`src/rtl/puf_race_ctrl.sv`:
```
// puf_race_ctrl: race-PUF response sequencer, optional bit timeout via PUF_RACE_TIMEOUT_EN
module puf_race_ctrl #(
    parameter int RESP_BITS  = 8,
    parameter int TMO_CYCLES = 64,
    parameter int TMO_BITS   = 7
) (
    input  logic                 clk,
    input  logic                 rst,
    input  logic                 i_start,
    input  logic                 i_valid_a,
    input  logic                 i_valid_b,
    output logic                 o_cnt_en,
    output logic                 o_cnt_rst_n,
    output logic [RESP_BITS-1:0] o_resp,
    output logic                 o_resp_valid,
    input  logic                 i_resp_ready,
    output logic                 o_busy,
    output logic                 o_tie,
    output logic                 o_err
);
    localparam int IW = $clog2(RESP_BITS);
    localparam logic [IW-1:0] LAST = IW'(RESP_BITS - 1);
    typedef enum logic [1:0] {IDLE, CLR, RACE, DONE} state_t;
    state_t state, state_nx;
    logic [IW-1:0] idx;
    logic hit, tmo_hit;
    assign hit = i_valid_a | i_valid_b;
    if (RESP_BITS < 2 || RESP_BITS > 32 || TMO_CYCLES < 2 || TMO_CYCLES >= 2**TMO_BITS) begin : g_bad
        $error("puf_race_ctrl: parameter out of range");
    end
`ifdef PUF_RACE_TIMEOUT_EN
    logic [TMO_BITS-1:0] tmo;
    assign tmo_hit = !hit && tmo == TMO_BITS'(TMO_CYCLES - 1);
    always_ff @(posedge clk) begin
        if (rst) begin
            tmo   <= '0;
            o_err <= 1'b0;
        end else begin
            tmo <= (state == RACE) ? tmo + 1'b1 : '0;
            if (state == IDLE && i_start) o_err <= 1'b0;
            else if (state == RACE && tmo_hit) o_err <= 1'b1;
        end
    end
`else
    assign tmo_hit = 1'b0;
    assign o_err   = 1'b0;
`endif
    always_comb begin
        state_nx = state;
        case (state)
            IDLE: state_nx = i_start ? CLR : IDLE;
            CLR:  state_nx = RACE;
            RACE: state_nx = (hit && idx != LAST) ? CLR : (hit || tmo_hit) ? DONE : RACE;
            DONE: state_nx = i_resp_ready ? IDLE : DONE;
        endcase
    end
    // counter clear is registered so it stays low through reset and only rises from IDLE
    always_ff @(posedge clk) begin
        if (rst) begin
            state       <= IDLE;
            idx         <= '0;
            o_resp      <= '0;
            o_tie       <= 1'b0;
            o_cnt_rst_n <= 1'b0;
        end else begin
            state       <= state_nx;
            o_cnt_rst_n <= state_nx != CLR;
            if (state == IDLE && i_start) begin
                idx    <= '0;
                o_resp <= '0;
                o_tie  <= 1'b0;
            end
            if (state == RACE && hit) begin
                o_resp[idx] <= i_valid_a & ~i_valid_b;
                o_tie       <= o_tie | (i_valid_a & i_valid_b);
                if (idx != LAST) idx <= idx + 1'b1;
            end
        end
    end
    assign o_cnt_en     = state == RACE;
    assign o_busy       = state != IDLE;
    assign o_resp_valid = state == DONE;
endmodule

```
`config.mk`:
```
export PLATFORM = sky130hd
export DESIGN_NAME = puf_race_ctrl
export DESIGN_NICKNAME = d
export VERILOG_FILES = /design/src/rtl/puf_race_ctrl.sv
export SDC_FILE = /design/constraint.sdc
export NUM_CORES = 1
export LEC_CHECK = 0
export CAP_MARGIN = 10
export CORE_UTILIZATION = 47
export DETAILED_ROUTE_END_ITERATION = 7
export MAX_ROUTING_LAYER = met4
export PLACE_DENSITY = 0.77
export SYNTH_ARGS = -nofsm -noshare
export SYNTH_HDL_FRONTEND = slang
export SYNTH_SLANG_ARGS = --single-unit
export TNS_END_PERCENT = 10
```
`constraint.sdc`:
```
create_clock -name clk -period 2.1 [get_ports clk]
set_input_delay 0.42 -clock clk [delete_from_list [all_inputs] [get_ports clk]]
set_output_delay 0.42 -clock clk [all_outputs]
set_load 0.005 [all_outputs]
```
======== Word-level counts from Yosys, hierarchy flattened ========
Index checks and enable logic that the tools add are counted.
cells by class
  magnitude comparators ................... 2
  reductions and logical operators ........ 7
  bitwise gates (word level) .............. 5
  add/sub/neg operators ................... 1
  equal/unequal tests ..................... 5
  muxes and demuxes ....................... 16
operators with widths
  kind                   count
  $mux W8                3
  $mux W3                3
  $bwmux W8              1
  $pmux W2 S4            1
  $mux W1                5
  $eq A2 B2 Y1 const B   2
  $logic_and A1 B1 Y1    4
  $lt A3 B4 Y1 const B   1
  $mux W2                2
  $reduce_bool A2 Y1     2
  $add A3 B1 Y3 const B  1
  $demux W1 S3           1
  $ge A3 B1 Y1 const B   1
  $ne A3 B3 Y1 const B   1
  $and A1 B1 Y1          2
  $eq A2 B1 Y1 const B   1
  $logic_not A2 Y1       1
  $ne A2 B1 Y1 const B   1
  $or A1 B1 Y1           2
  $not A1 Y1             1
storage, ports and cells
  word-level logic and storage cells ...... 41
  register bits after elaboration ......... 15
  bits of input ports ..................... 6

======== Logic depth before layout (Yosys ltp) ========
Gate-level depths: netlist (run 1).
  depth after elaboration ................. 6
  depth in mapped cells ................... 5

======== Least setup slack after synthesis (run 1) ========
No wires, ideal clock.
  path kind ............................... reg-to-reg
  from .................................... register idx[1]
  to ...................................... register idx[0]
  setup slack ............................. 608 ps
  arrival time ............................ 1375 ps
  period minus slack after synthesis ...... 1492 ps
  library setup time ...................... 116 ps
  required time ........................... 1984 ps
  cell stages (with the launch flop) ...... 5
  cells stage by stage .................... dfxtp_1 > ha_1 > ha_1 > or3_1 > a31o_2
on the way
  cells in the longest elaborated chain, start to end .. 3
ends and longest elaborated chain
  element                 line  source
  start, declared         25    logic [IW-1:0] idx;
  start signal, assigned  76    if (idx != LAST) idx <= idx + 1'b1;
  $ne A3 B3 Y1            76
  $mux W3                 76
  $mux W3                 73    if (state == RACE && hit) begin
No other way between the ends.
A chain may end at the register's enable or synchronous reset.

======== Worst setup path after layout (run 1) ========
  from .................................... register state[0]
  to ...................................... output port o_cnt_en
on the way
  cells in the longest elaborated chain, start to end .. 1
ends and longest elaborated chain
  element                 line  source
  start, declared         24    state_t state, state_nx;
  start signal, assigned  66    state <= state_nx;
  $eq A2 B2 Y1            80    assign o_cnt_en = state == RACE;
  end, declared           12    output logic o_cnt_en,
No other way between the ends.

==> run_results.csv, run 1 <==
group,metric,value,unit
outcome,status,"finished clean",
critical_path,worst_setup_path_start_kind,"flop",
hold_path,min_from,"o_tie$_SDFFE_PP0P_",
routing,drc_errors,0,
routing,wl_met1,734,um
final_layout,nets,111,
routing,top_layer,"met4",
timing,setup_tns,0,ns
synth,synth.net_count,90,
clock_tree,cts_setup_buffers,0,
timing,drv_slew,0,
timing,setup_violations,0,
routing,drt-total-wl,1520,um
routing,antenna_left,0,
timing,finalClockSkew,0.00225,ns
final_layout,antenna_cells,0,
placement,hpwlAfterDp,1080,um
job,maxCapViolCount,0,
clock_tree,cts-resized-gates,0,
floorplanning,die_x,44.1,um
synth,yosysSeqAreaShare,36.1,%
critical_path,startpoint,"state[0]$_SDFF_PP0_",
pwr,vdd_drop_max,0.306,mV
synth,netlist_area,832,um2
timing,setup_ws,0.139,ns
clock_tree,htreeDepth,1,
grt,antenna_found_initial,0,
routing,routedWlPerCell,12.9,um
timing,whs,0.534,ns
floorplanning,num_io_pins,20,
final_layout,layout_common_cells,"clkdlybuf4s50_1 (18), dfxtp_1 (15), nor3b_1 (10)",
critical_path,worst-path-max-fanout,12,
final_layout,fin_util,66.5,%
critical_path,rr_startpoint,"idx[1]$_SDFF_PP0_",
critical_path,timing.critical_path.cells,"nand2b_4 -> inv_1 -> clkdlybuf4s50_1",
timing,grt_setup_unrepaired,"no",
final_layout,nFillCells,137,
synth,yosys_warnings,0,
critical_path,critical_path_required,1.68,ns
critical_path,cp.arrival,1.54,ns
synth,yosys.area.top_type,"dfxtp_1",
floorplanning,coreArea,1580,um2
grt,grt_pass1_vias,599,
floorplanning,dieArea,1940,um2
synth,ys_async_sr_fraction,0,%
synth,syn_area_per_cell,10.1,um2
critical_path,critPathMaxStageDelay,0.45,ns
placement,port_buffers,18,
pwr,clkPwrFrac,30.4,%
synth,ys_ff_latch,15,
pwr,swShare,25.3,%
pwr,p_seq_share,54.9,%
placement,place_ws,0.0992,ns
pwr,power_frac_comb,14.7,%
synth,synth_edf_count,0,
clock_tree,cts.sinks,15,
timing,final_hold_viol_count,0,
routing,vias_per_cell,5.68,
critical_path,crit_slowest_cell,"clkdlybuf4s50_1",
pwr,p_int,0.000403,W
synth,synth_area_leaders,"dfxtp_1 (36%), mux2_2 (9.5%), nor3b_1 (9.0%)",
synth,synth_flop_cell,"dfxtp_1",
timing,max_freq,510,MHz
final_layout,syn_to_final_growth,26.0,%
pwr,pwr_density_cell,514,nW/um2
pwr,p_sw,0.000136,W
floorplanning,start_util,52.8,%
routing,drtIter0Drc,13,
clock_tree,path_clk_slew,0.09,ns
critical_path,cp-end-kind,"output pin",
synth,yosysUniqueCellTypes,31,
grt,grt_usage,18.7,%
floorplanning,rows,14,
clock_tree,worstSkewPairLatency,0.28,ns
grt,grt_pass1_wl,2650,um
hold_path,min_path_type,"reg -> reg",
critical_path,reg2reg_depth,4,
final_layout,final_common_cell,"clkdlybuf4s50_1",
timing,worst_slew_pin_slew,0.880,ns
clock_tree,cts_buffers,3,
clock_tree,clock_path_buffers,2,
routing,drt_pass1_iterations,6,
grt,grt_max_degree,16,
synth,synthCells,82,
critical_path,critPathKind,"reg -> out",
critical_path,crit_end,"o_cnt_en",
final_layout,final_layout_size_suffix_gt1_share,27.5,%
timing,min_period,1.96,ns
pwr,power_leakage,0.370,nW
placement,place_congestion,0.794,
critical_path,reg2reg_setup_slack,0.47,ns
routing,dr_wl_met3,74,um
routing,num_vias,670,
grt,gr-total-overflow,0,
clock_tree,cts_tree,"done",
clock_tree,holdBufCountCts,0,
clock_tree,cts-root-buf,"clkbuf_4",
timing,max_slew_margin,41.2,%
timing,period_share,93.4,%
synth,synth_top_area_share,36.1,%
floorplanning,die_h,44.1,um
routing,wl_met2,686,um
critical_path,rr_endpoint,"idx[0]$_SDFF_PP0_",
flip-flops by register name, summed over array words and instances, names as in the netlist:
register     count
state            2
o_cnt_rst_n      1
idx              3
o_tie            1
o_resp           8
routing by layer:
| metal | track usage [%] | up-vias |
|---|---|---|
| met5 | - | - |
| met4 | 7.27 | 0 |
| met3 | 2.45 | 4 |
| met2 | 28.5 | 19 |
| met1 | 25.3 | 312 |
| li1 | - | 335 |
cells in the mapped netlist, types with 2 or more instances:
cell type / n
nand2_1: 4
a31oi_1: 2
nor2_1: 4
nand2b_1: 4
buf_4: 2
buf_2: 2
or3_1: 2
dfxtp_1: 15
nor4_2: 5
nor4_1: 2
a31o_2: 3
inv_1: 2
ha_1: 2
nor3b_1: 10
mux2_2: 7
worst min path at each step:
| stage | to | slack, ns | cells past startpoint |
|---|---|---|---|
| CTS | o_tie$_SDFFE_PP0P_ | 0.54 | 2 |
| global route | o_tie$_SDFFE_PP0P_ | 0.58 | 2 |
| detailed placement | o_tie$_SDFFE_PP0P_ | 0.52 | 2 |
| finish | o_tie$_SDFFE_PP0P_ | 0.53 | 2 |
| floorplan | state[1]$_SDFF_PP0_ | 0.49 | 2 |
| global placement | o_tie$_SDFFE_PP0P_ | 0.52 | 2 |
power groups by stage:
| stage | Sequential [W] | Combinational [W] | Clock [W] |
|---|---|---|---|
| finish | 0.000296 | 0.0000792 | 0.000164 |
| global route | 0.000297 | 0.0000883 | 0.000180 |
| CTS | 0.000296 | 0.0000795 | 0.000167 |
| detailed placement | 0.000303 | 0.0000791 | 0 |
| global placement | 0.000302 | 0.0000788 | 0 |
| floorplan | 0.000302 | 0.0000478 | 0 |
through the flow:
step                cells  area (um2)  total power (W)
floorplan              82         832         0.000350
global placement      114        1020         0.000381
detailed placement    114        1020         0.000382
CTS                   118        1050         0.000543
global route          118        1050         0.000565
finish                118        1050         0.000539
logic make-up (layout without fill, tap and decap cells):
| group | after synthesis | in the layout | share of synthesized area [%] |
|---|---|---|---|
| buffers and inverters | 8 | 28 | 5.71 |
| other | 1 | 1 | 0.451 |
| AND/OR/NAND/NOR | 41 | 41 | 38.0 |
| AO/OA/AOI/OAI | 7 | 7 | 5.86 |
| multiplexers | 8 | 8 | 10.8 |
| flip-flops | 15 | 15 | 36.1 |
| adder cells (fa/ha/maj) | 2 | 2 | 3.01 |
critical path, delay by kind of cell, from the launching register on:
kind / cells / cell delay (ns)
flops: 1 / 0.43
buf+inv: 2 / 0.56
simple gates: 1 / 0.27
final cells by class:
type | count | area, um2 | share of cell area (%)
repair buffers | 22 | 210 | 20.0
flip-flops and latches | 15 | 300 | 28.6
inverters | 2 | 7.51 | 0.716
clock buffers | 4 | 26.3 | 2.51
well taps | 16 | 20.0 | 1.91
multi-input cells | 59 | 484 | 46.2
Note: power is estimated with default switching activity, not from simulation.
==> run 2, diff against run 1 <==
CAP_MARGIN = unset   (was 10)
==> results of run 2 <==
Same layout as run 1: the final DEF is identical, and so are final timing and power.
==> run 3, diff against run 2 <==
CORE_ASPECT_RATIO = 0.6   (was unset)
CORE_UTILIZATION = 30   (was 47)
PLACE_DENSITY = 0.54   (was 0.77)
SLEW_MARGIN = 20   (was unset)
clock period = 2.35 ns   (was 2.1 ns; I/O delays follow)
==> run_results.csv, run 3 (synthesis results as in run 1) <==
group,metric,value,unit
clock_tree,clock_path_buffers,2,
clock_tree,path_clk_slew,0.06,ns
critical_path,reg2reg_depth,4,
floorplanning,die_x,70.0,um
timing,period_share,86.7,%
pwr,vdd_drop_max,0.203,mV
grt,grt_max_degree,16,
final_layout,final_layout_size_suffix_gt1_share,27.7,%
clock_tree,cts_tree,"done",
critical_path,critPathMaxStageDelay,0.53,ns
grt,grt_usage,14.8,%
grt,antenna_found_initial,0,
clock_tree,worstSkewPairLatency,0.25,ns
timing,setup_tns,0,ns
critical_path,cp.arrival,1.57,ns
timing,max_slew_margin,40.6,%
floorplanning,num_io_pins,20,
placement,port_buffers,18,
final_layout,antenna_cells,0,
timing,drv_slew,0,
hold_path,min_path_type,"reg -> reg",
routing,antenna_left,0,
pwr,power_leakage,0.376,nW
timing,setup_ws,0.312,ns
floorplanning,start_util,32.5,%
timing,min_period,2.04,ns
job,maxCapViolCount,0,
routing,drtIter0Drc,16,
placement,place_ws,0.273,ns
grt,grt_pass1_vias,674,
clock_tree,cts-root-buf,"clkbuf_8",
final_layout,final_common_cell,"clkdlybuf4s50_1",
clock_tree,holdBufCountCts,0,
placement,hpwlAfterDp,1340,um
critical_path,worst_setup_path_start_kind,"flop",
critical_path,crit_slowest_cell,"clkdlybuf4s50_1",
final_layout,ff_latch_area,300,um2
critical_path,critPathKind,"reg -> out",
clock_tree,cts_setup_buffers,0,
final_layout,reg_top3,"o_resp (8), idx (3), state (2)",
final_layout,top_register,"o_resp",
final_layout,multi_input_area,484,um2
floorplanning,die_h,42.8,um
critical_path,startpoint,"state[1]$_SDFF_PP0_",
grt,gr-total-overflow,0,
floorplanning,dieArea,3000,um2
clock_tree,cts_buffers,3,
final_layout,syn_to_final_growth,29.9,%
outcome,status,"finished clean",
critical_path,rr_endpoint,"idx[1]$_SDFF_PP0_",
routing,drt-total-wl,1880,um
critical_path,cp_top_family,"buffers and inverters",
critical_path,crit_cells,3,
routing,drc_errors,0,
timing,grt_setup_unrepaired,"no",
clock_tree,cts-resized-gates,0,
critical_path,reg2reg_setup_slack,0.59,ns
routing,num_vias,672,
placement,place_congestion,0.701,
critical_path,critical_path_required,1.88,ns
clock_tree,cts.sinks,15,
timing,finalClockSkew,0.00624,ns
routing,drt_pass1_iterations,4,
timing,final_hold_viol_count,0,
placement,place_area,1030,um2
critical_path,crit_buf_inv,2,
routing,routedWlPerCell,14.1,um
critical_path,timing.critical_path.cells,"nand2b_4 -> inv_1 -> clkdlybuf4s50_1",
critical_path,worst-path-max-fanout,12,
floorplanning,coreArea,2560,um2
critical_path,cp-end-kind,"output pin",
final_layout,design_area,1080,um2
timing,setup_violations,0,
final_layout,layout_common_cells,"clkdlybuf4s50_1 (18), dfxtp_1 (15), nor3b_1 (10)",
clock_tree,htreeDepth,1,
timing,max_freq,491,MHz
grt,grt_pass1_wl,3300,um
final_layout,nets,110,
pwr,pwr_density_cell,510,nW/um2
final_layout,largest_register_ffs,8,
routing,vias_per_cell,5.05,
critical_path,rr_startpoint,"idx[0]$_SDFF_PP0_",
floorplanning,rows,14,
critical_path,crit_end,"o_cnt_en",
final_layout,nFillCells,262,
timing,worst_slew_pin_slew,0.889,ns
## run 3: metrics by stage
stage	hold WS, ns	total power [W]	instances	utilization (%)
after global placement	0.502	0.000342	129	40.5
after global routing	0.574	0.000580	133	42.3
after CTS	0.551	0.000557	133	42.3
final	0.546	0.000551	133	42.3
after detailed placement	0.540	0.000344	129	40.5
after floorplan	0.486	0.000313	82	-
## run 3: final cells by class
class                   instances  share of cell area [%]
inverters                       2                   0.694
multi-input cells              59                    44.8
flip-flops and latches         15                    27.8
well taps                      32                    3.70
clock inverters                 1                   0.463
repair buffers                 21                    18.7
clock buffers                   3                    3.82
## run 3: worst min path at each step
stage	startpoint	end	slack [ns]	cells past startpoint
after floorplan	state[0]$_SDFF_PP0_	state[1]$_SDFF_PP0_	0.49	2
after global placement	o_tie$_SDFFE_PP0P_	o_tie$_SDFFE_PP0P_	0.50	2
after detailed placement	o_tie$_SDFFE_PP0P_	o_tie$_SDFFE_PP0P_	0.54	2
after CTS	state[0]$_SDFF_PP0_	state[1]$_SDFF_PP0_	0.55	2
after global routing	o_tie$_SDFFE_PP0P_	o_tie$_SDFFE_PP0P_	0.57	2
final	state[0]$_SDFF_PP0_	state[1]$_SDFF_PP0_	0.55	2
## run 3: power by group
| group | switching [W] | internal (W) | leakage, nW |
|---|---|---|---|
| Sequential | 0.00000806 | 0.000260 | 0.122 |
| Clock | 0.0000953 | 0.000118 | 0.0255 |
| Combinational | 0.0000367 | 0.0000341 | 0.229 |
| Total | 0.000140 | 0.000411 | 0.376 |
## run 3: per-layer routing
metal	part of all wire, %	vias to the layer above	GRT usage (%)
met5	0	-	-
met4	0	0	2.40
met3	4.0	0	5.70
met2	44	12	22.7
met1	52	330	18.9
li1	-	330	-
## run 3: worst min-delay path, stage by stage, from the launching register on
cell and delay, ns:
dfxtp_1 0.37, nand2_1 0.08, a21oi_1 0.05
